==> src/rtl/axis_distributor_pkg.sv <==
// Shared constants and helpers for the 1-to-2 AXI4-Stream distributor.
package axis_distributor_pkg;

  // Router FSM encodings.
  localparam logic STATE_RUN   = 1'b0;
  localparam logic STATE_DRAIN = 1'b1;

  // Each output stage holds at most this many words.
  localparam logic [1:0] BUF_DEPTH = 2'd2;

  // Saturating occupancy update: +1 on push, -1 on pop, clamped to [0, BUF_DEPTH].
  function automatic logic [1:0] occ_next(input logic [1:0] occ,
                                          input logic       push,
                                          input logic       pop);
    logic [1:0] r;
    r = occ;
    case ({push, pop})
      2'b10:   r = (occ >= BUF_DEPTH) ? BUF_DEPTH : occ + 2'd1;
      2'b01:   r = (occ == 2'd0) ? 2'd0 : occ - 2'd1;
      default: r = occ;
    endcase
    return r;
  endfunction

endpackage

==> src/rtl/axis_distributor_inout_buffer.sv <==
// Registered handshake stage: 2-entry skid buffer with a registered in_ready.
// A word accepted at edge N is presented on the output from edge N.
module inout_buffer #(
  parameter int DATA_WIDTH = 32
) (
  input  logic                  clk_i,
  input  logic                  rst_ni,
  input  logic [DATA_WIDTH-1:0] in_data_i,
  input  logic                  in_valid_i,
  output logic                  in_ready_o,
  output logic [DATA_WIDTH-1:0] out_data_o,
  output logic                  out_valid_o,
  input  logic                  out_ready_i
);

  logic                  main_valid_q, main_valid_d;
  logic [DATA_WIDTH-1:0] main_data_q,  main_data_d;
  logic                  skid_valid_q, skid_valid_d;
  logic [DATA_WIDTH-1:0] skid_data_q,  skid_data_d;
  logic                  in_ready_q,   in_ready_d;
  logic                  push, pop;

  assign push        = in_valid_i & in_ready_q;
  assign pop         = main_valid_q & out_ready_i;
  assign in_ready_o  = in_ready_q;
  assign out_valid_o = main_valid_q;
  assign out_data_o  = main_data_q;

  // Next-state: the output register refills from the skid slot first to keep order.
  always_comb begin
    main_valid_d = main_valid_q;
    main_data_d  = main_data_q;
    skid_valid_d = skid_valid_q;
    skid_data_d  = skid_data_q;
    if (!main_valid_q || pop) begin
      if (skid_valid_q) begin
        main_valid_d = 1'b1;
        main_data_d  = skid_data_q;
        skid_valid_d = push;
        if (push) skid_data_d = in_data_i;
      end else begin
        main_valid_d = push;
        if (push) main_data_d = in_data_i;
      end
    end else if (push) begin
      // in_ready_q guarantees the skid slot is free here.
      skid_valid_d = 1'b1;
      skid_data_d  = in_data_i;
    end
    // Ready for another word as long as the skid slot stays free.
    in_ready_d = ~skid_valid_d;
  end

  // State registers; in_ready stays low while in reset and rises one edge after.
  always_ff @(posedge clk_i or negedge rst_ni) begin
    if (!rst_ni) begin
      main_valid_q <= 1'b0;
      main_data_q  <= '0;
      skid_valid_q <= 1'b0;
      skid_data_q  <= '0;
      in_ready_q   <= 1'b0;
    end else begin
      main_valid_q <= main_valid_d;
      main_data_q  <= main_data_d;
      skid_valid_q <= skid_valid_d;
      skid_data_q  <= skid_data_d;
      in_ready_q   <= in_ready_d;
    end
  end

endmodule

==> src/rtl/axis_distributor.sv <==
// 1-to-2 AXI4-Stream router. The slave stream is steered to m00 or m01 by
// cfg_data; a select change drains the old output completely before any word
// is accepted for the new one, so the global output order matches input order.
module axis_distributor
  import axis_distributor_pkg::*;
#(
  parameter int AXIS_TDATA_WIDTH = 32
) (
  input  logic                        aclk,
  input  logic                        aresetn,
  input  logic                        cfg_data,
  output logic                        sts_data,
  input  logic [AXIS_TDATA_WIDTH-1:0] s_axis_tdata,
  input  logic                        s_axis_tvalid,
  output logic                        s_axis_tready,
  output logic [AXIS_TDATA_WIDTH-1:0] m00_axis_tdata,
  output logic                        m00_axis_tvalid,
  input  logic                        m00_axis_tready,
  output logic [AXIS_TDATA_WIDTH-1:0] m01_axis_tdata,
  output logic                        m01_axis_tvalid,
  input  logic                        m01_axis_tready
);

  logic            state_q, state_d;
  logic            sel_q, sel_d;
  logic [1:0]      stg_in_valid;
  logic [1:0]      stg_in_ready;
  logic [1:0]      stg_out_valid;
  logic [1:0]      stg_out_ready;
  logic [1:0][1:0] occ_q, occ_d;
  logic            old_empty;

  assign sts_data      = sel_q;
  assign stg_out_ready = {m01_axis_tready, m00_axis_tready};
  assign m00_axis_tvalid = stg_out_valid[0];
  assign m01_axis_tvalid = stg_out_valid[1];

  // Steering: only the applied output sees the slave stream, and only in RUN.
  // The raw cfg_data is deliberately not used here, so a word presented on the
  // edge where cfg_data changes still lands on the old output.
  always_comb begin
    stg_in_valid  = 2'b00;
    s_axis_tready = 1'b0;
    if (state_q == STATE_RUN) begin
      stg_in_valid[sel_q] = s_axis_tvalid;
      s_axis_tready       = stg_in_ready[sel_q];
    end
  end

  inout_buffer #(.DATA_WIDTH(AXIS_TDATA_WIDTH)) buf_0 (
    .clk_i       (aclk),
    .rst_ni      (aresetn),
    .in_data_i   (s_axis_tdata),
    .in_valid_i  (stg_in_valid[0]),
    .in_ready_o  (stg_in_ready[0]),
    .out_data_o  (m00_axis_tdata),
    .out_valid_o (stg_out_valid[0]),
    .out_ready_i (stg_out_ready[0])
  );

  inout_buffer #(.DATA_WIDTH(AXIS_TDATA_WIDTH)) buf_1 (
    .clk_i       (aclk),
    .rst_ni      (aresetn),
    .in_data_i   (s_axis_tdata),
    .in_valid_i  (stg_in_valid[1]),
    .in_ready_o  (stg_in_ready[1]),
    .out_data_o  (m01_axis_tdata),
    .out_valid_o (stg_out_valid[1]),
    .out_ready_i (stg_out_ready[1])
  );

  // Occupancy tracking per stage: the buffer does not export its fill level.
  always_comb begin
    for (int k = 0; k < 2; k++) begin
      occ_d[k] = occ_next(occ_q[k],
                          stg_in_valid[k] & stg_in_ready[k],
                          stg_out_valid[k] & stg_out_ready[k]);
    end
  end

  // The old output counts as drained only with nothing presented and nothing held.
  assign old_empty = (occ_q[sel_q] == 2'd0) & ~stg_out_valid[sel_q];

  // Next-state: leave RUN on a select mismatch; commit the new select only
  // once the old output is empty. A DRAIN never times out.
  always_comb begin
    state_d = state_q;
    sel_d   = sel_q;
    if (state_q == STATE_RUN) begin
      if (cfg_data != sel_q) state_d = STATE_DRAIN;
    end else begin
      if (cfg_data == sel_q) begin
        state_d = STATE_RUN;
      end else if (old_empty) begin
        state_d = STATE_RUN;
        sel_d   = cfg_data;
      end
    end
  end

  // Control registers; reset discards any in-flight switch.
  always_ff @(posedge aclk or negedge aresetn) begin
    if (!aresetn) begin
      state_q <= STATE_RUN;
      sel_q   <= 1'b0;
      occ_q   <= '0;
    end else begin
      state_q <= state_d;
      sel_q   <= sel_d;
      occ_q   <= occ_d;
    end
  end

endmodule

==> config.mk <==
export PLATFORM = sky130hd
export DESIGN_NAME = axis_distributor
export DESIGN_NICKNAME = d
export VERILOG_FILES = /design/src/rtl/axis_distributor_pkg.sv /design/src/rtl/axis_distributor_inout_buffer.sv /design/src/rtl/axis_distributor.sv
export SDC_FILE = /design/constraint.sdc
export NUM_CORES = 1
export LEC_CHECK = 0
export CORE_MARGIN = 2
export CORE_UTILIZATION = 39
export DETAILED_ROUTE_END_ITERATION = 8
export GPL_TIMING_DRIVEN = 0
export SETUP_SLACK_MARGIN = 0.3
export SYNTH_ARGS = -nofsm -noshare
export SYNTH_HDL_FRONTEND = slang
export SYNTH_HIERARCHICAL = 1
export SYNTH_SLANG_ARGS = --single-unit
==> constraint.sdc <==
create_clock -name aclk -period 3.5 [get_ports aclk]
set_input_delay 0.7 -clock aclk [delete_from_list [all_inputs] [get_ports aclk]]
set_output_delay 0.7 -clock aclk [all_outputs]
set_load 0.01 [all_outputs]
* Word level (Yosys, flattened, before mapping)
Cells that the tools add are included.
** Storage, ports and cells
- Register bits after elaboration :: 140
- Output and inout bits :: 68
- Logic and storage cells :: 93
** Operators by class
- Add/subtract/negate cells :: 4
- Order comparisons :: 4
- Equal/unequal tests :: 8
- Muxes and demuxes :: 38
- Bitwise gates (word level) :: 10
- Reduce and logical (&&, ||, !) cells :: 15
** Operator list (number)
- 32-bit 2-to-1 mux :: 10
- 1-bit 2-to-1 mux :: 18
- 2-bit 2-to-1 mux :: 7
- 2-bit one-hot mux with 2 select lines :: 2
- 2-bit nonzero test :: 4
- 2-bit logical NOT :: 3
- 1-bit AND :: 5
- 2-bit by 1-bit adder with 2-bit output, second input constant :: 2
- 2-bit by 1-bit == test with 1-bit output, second input constant :: 2
- 2-bit == test, second input constant :: 2
- 2-bit >= comparator, second input constant :: 2
- 2-bit by 1-bit != test with 1-bit output, second input constant :: 2
- 1-bit NOT :: 4
- 2-bit AND reduction :: 2
- 2-bit by 1-bit subtractor with 2-bit output, second input constant :: 2
- 3-bit AND reduction :: 1
- 2-bit AND :: 1
- 1-bit logical NOT :: 2
- 1-bit logical OR :: 2
- 1-bit by 2-bit less-than comparator with 1-bit output, second input constant :: 1
- 1-bit demux with 1-bit select :: 1
- 1-bit == test :: 1
- 1-bit >= comparator, second input constant :: 1
- 1-bit logical AND :: 1
- 1-bit != test :: 1

* Logic depth before layout (Yosys ltp)
- Word-level depth :: 10
- Mapped depth :: 7
- Gate-level depth less buffers :: 6

* Hierarchy
The synthesis kept the hierarchy.
** By module, submodules not included
- inout_buffer :: times used 2, cells each 181, area an instance 2982.9 sq um, sequential area each 1676.6 sq um
- axis_distributor :: times used 1, cells each 41, area an instance 389.1 sq um, sequential area each 150.1 sq um

* Worst setup path after synthesis
OpenSTA, ideal clock, no wires.
- Path kind :: input -> register
- From :: input s_axis_tvalid
- To :: register buf_0.main_data_q[19] (netlist: buf_0/out_data_o[19])
- Setup time :: 125 ps
- Arrival :: 2053 ps
- Slack :: 1323 ps
- Cell stages on the path :: 5
- Path buffers :: 1
- Path through :: nor3b_1 -> a21oi_4 -> nor2_4 -> buf_4 -> mux2_2
** On the way
- Cells in the longest elaborated chain, start to end :: 5
** RTL lines
- start, declared :: RTL line axis_distributor.sv:14 : input logic s_axis_tvalid,
- 2-bit AND (no line)
- 2-bit 2-to-1 mux :: RTL line axis_distributor.sv:44 : if (state_q == STATE_RUN) begin
- 1-bit AND :: RTL line axis_distributor_inout_buffer.sv:23 : assign push = in_valid_i & in_ready_q;
- 2-bit nonzero test (no line)
- 2-bit AND reduction (no line)
- end signal, assigned :: RTL line axis_distributor_inout_buffer.sv:64 : main_data_q <= main_data_d;
- end, declared :: RTL line axis_distributor_inout_buffer.sv:17 : logic [DATA_WIDTH-1:0] main_data_q, main_data_d;
Every way passes these cells.
A chain may end at the register's enable or synchronous reset.

* Final worst setup path
- From :: input s_axis_tvalid
- To :: register buf_0.main_data_q[28] (netlist: buf_0/out_data_o[28])
** On the way
- Cells in the longest elaborated chain, start to end :: 5
** RTL lines
- 2-bit AND (no line)
- 2-bit 2-to-1 mux :: RTL line axis_distributor.sv:44
- named net stg_in_valid[0] :: RTL line axis_distributor.sv:26 : logic [1:0] stg_in_valid;
- 1-bit AND :: RTL line axis_distributor_inout_buffer.sv:23
- 2-bit nonzero test (no line)
- 2-bit AND reduction (no line)
The timed path passes the listed nets, and every way through them passes these cells.

==> reports/results.tsv <==
metric	value	unit
DR iter-0 viols	132	
CTS tree	built	
post-synth top area share	55.13	%
ANT cells	0	
worst slew pin tran	0.9200	ns
remaining global-route overflow	0	
first drt pass iteration count	4	
clk buf depth	2	
Die ar.	17330	um^2
Site Rows	46	
ys flop type	dfrtp_1	
Layout area overhead	30.56	%
Net Count, Synth	443	
fin util	52.23	%
port buffer count	105	
TritonCTS Sinks	140	
Sw Pwr	1903	uW
combinational fraction of design power	35.2	%
TritonCTS Buffers	17	
crit path time final	2.572	ns
Leak	0.003579	uW
slowest CP cell	nor3b_1	
Max Freq	388.9	MHz
critical path arrival	2.87	ns
DRC violations left	0	
cells after synthesis	403	
top post-synthesis cells by area	dfrtp_1 (55%), mux2_2 (31%), mux2_4 (4.0%)	
# fillers	1362	
most numerous cell in the Yosys netlist	mux2_2	
largest net degree at the start of global routing	77	
Setup Skew	0.005911	ns
CP Class	in -> reg	
I/O pins	106	
initial antenna violation count	0	
# Post-CTS Setup Buffers	0	
global-route wire length before repair	21470	um
DRT Wirelength	12900	um
Pwr per Cell Area	836.1	nW/um^2
cts hold-fix bufs	0	
switching portion of total power	27.43	%
Worst Hold Class	in -> async	
peak supply drop	0.0004621	V
Routed Antenna Nets	0	
crit share post-route	73.47	%
Root Buffer	clkbuf_16	
CP top delay family	simple AND/OR/NAND/NOR gates	
Post-synth ARST share	100.0	%
Commonest cells post-synth	mux2_2 (174), dfrtp_1 (140), mux2_4 (17), buf_6 (11), nand2_1 (9)	
sequential area share after synthesis	55.13	%
Unique masters post-synth	28	
post-CTS sizing	0	
Bufs and invs on worst path	2	
Seq pwr share	38.9	%
Avg Inst Size Synth	15.77	um^2
endpoints failing setup	0	
Design Power	6937	uW
run status	finished clean	
critical path, cell by cell	clkdlybuf4s50_1, nor3b_1, a21oi_4, nor2_4, buf_4, mux2_2	
# nets final	568	
Netlist Area Pre-Place	6355	um^2
GRT Total Usage	15.95	%
Pins Over Slew Limit	0	
flops & latches, synth	140	
Die H	131.7	um
TNS Setup	0	ns
RSZ-0062 raised after global routing	false	
placed cell area	7705	um^2
drt via density	4.773	
share of cells above drive strength 1	47.13	%
WL/cell	17.05	um
Reg clk slew, reported paths	0.06	ns
synth warn	6	
Startpoint Class	input pin	
Internal	5034	uW
final hold violations	0	
H-Tree Level Count	4	
max_cap viols	0	
area leader, netlist	dfrtp_1	
DR vias	3613	
clock power share	25.9	%
initial core utilization	40.00	%
Worst-Skew Late Latency	0.41	ns
Slew HR	38.53	%
die width	131.7	um
CP peak stage delay	0.75	ns
number of synthesized flops with an enable pin	0	
Worst EP required	3.80	ns
placeable core area	15890	um^2
HPWL after DPL	8749	um
post-route cell area	8297	um^2
vias in the first global route	3937	
CP Capture Type	flop	
Max FO, Critical Path	10	
placer congestion estimate	0.7430	
[cells by family after synthesis]
| kind of cell | count (synthesis) | synth area share, % |
|---|---|---|
| AO/OA/AOI/OAI | 13 | 2.126 |
| XOR/XNOR | 3 | 0.4135 |
| adder cells (fa/ha/maj) | 2 | 0.3937 |
| buffers and inverters | 23 | 3.839 |
| flip-flops | 140 | 55.13 |
| multiplexers | 194 | 35.36 |
| AND/OR/NAND/NOR | 28 | 2.737 |
[through the flow]
step / hold WS, ns / setup slack, ns / std cells
global route: 0.3181 / 0.8636 / 757
floorplan: 0.4044 / 1.323 / 403
global placement: 0.4712 / -3.978 / 724
finish: 0.2825 / 0.9284 / 757
CTS: 0.2910 / 0.9296 / 757
detailed placement: 0.4854 / 0.5013 / 725
[per-layer routing]
layer / track usage (%) / vias to the layer above / part of all wire (%)
met5: 0 / - / 0
met3: 5.363 / 20 / 5.1
met2: 24.72 / 81 / 47
met4: 5.797 / 0 / 1.8
met1: 20.81 / 1813 / 46
li1: - / 1699 / -
[cells in the final DEF, fill, tap and decap left out, drive strengths merged, types with 3 or more instances in the layout]
cell type / n
clkdlybuf4s50: 104
dfrtp: 140
and2: 4
nor3: 4
nand2: 9
buf: 17
clkbuf: 25
o21ai: 4
nor2: 5
a21o: 3
bufinv: 3
a21oi: 3
clkinv: 8
mux2: 193
[registers in the layout, indices dropped and copies added (netlist names), 4 cells and up]
register	flops
buf_0/skid_data_q	32
buf_1/out_data_o	32
buf_1/skid_data_q	32
occ_q	4
buf_0/out_data_o	32
[final timing paths]
path | cells past startpoint | slack (ns) | end | start
max | 6 | 0.93 | buf_0/out_data_o[28] | s_axis_tvalid
min | 1 | 0.28 | state_q | aresetn
max reg2reg | 6 | 1.17 | buf_0/out_data_o[28] | sts_data
min reg2reg | 1 | 0.49 | buf_1/out_data_o[18] | buf_1/out_data_o[18]
max in group asynchronous | 2 | 2.44 | buf_0/out_data_o[23] | aresetn
min in group aclk | 1 | 0.49 | buf_1/out_data_o[18] | buf_1/out_data_o[18]
[final cells by class]
type                    count  area [um^2]  share of cell area [%]
plain buffers              21        236.5                   2.850
clock inverters            13        148.9                   1.795
inverters                   2        7.507                 0.09048
repair buffers            106         1080                   13.01
flip-flops and latches    140         3503                   42.23
well taps                 216        270.3                   3.257
multi-input cells         240         2608                   31.43
clock buffers              19        442.9                   5.339
[worst reg2reg max path: stages, from the launching register on]
cell and delay [ns]:
dfrtp_1 0.39, buf_6 0.14, nor3b_1 0.74, a21oi_4 0.14, nor2_4 0.20, buf_4 0.26
mux2_2 0.36
[power by group through the flow]
stage                     Combinational, uW  Clock [uW]  Sequential [uW]
after CTS                              2490        1840             2710
after floorplan                        1200           0             2820
after global placement                 2420           0             2710
after detailed placement               2480           0             2730
final                                  2440        1800             2700
after global routing                   2620        1930             2790
No activity file was read; power rests on OpenSTA's default activity.
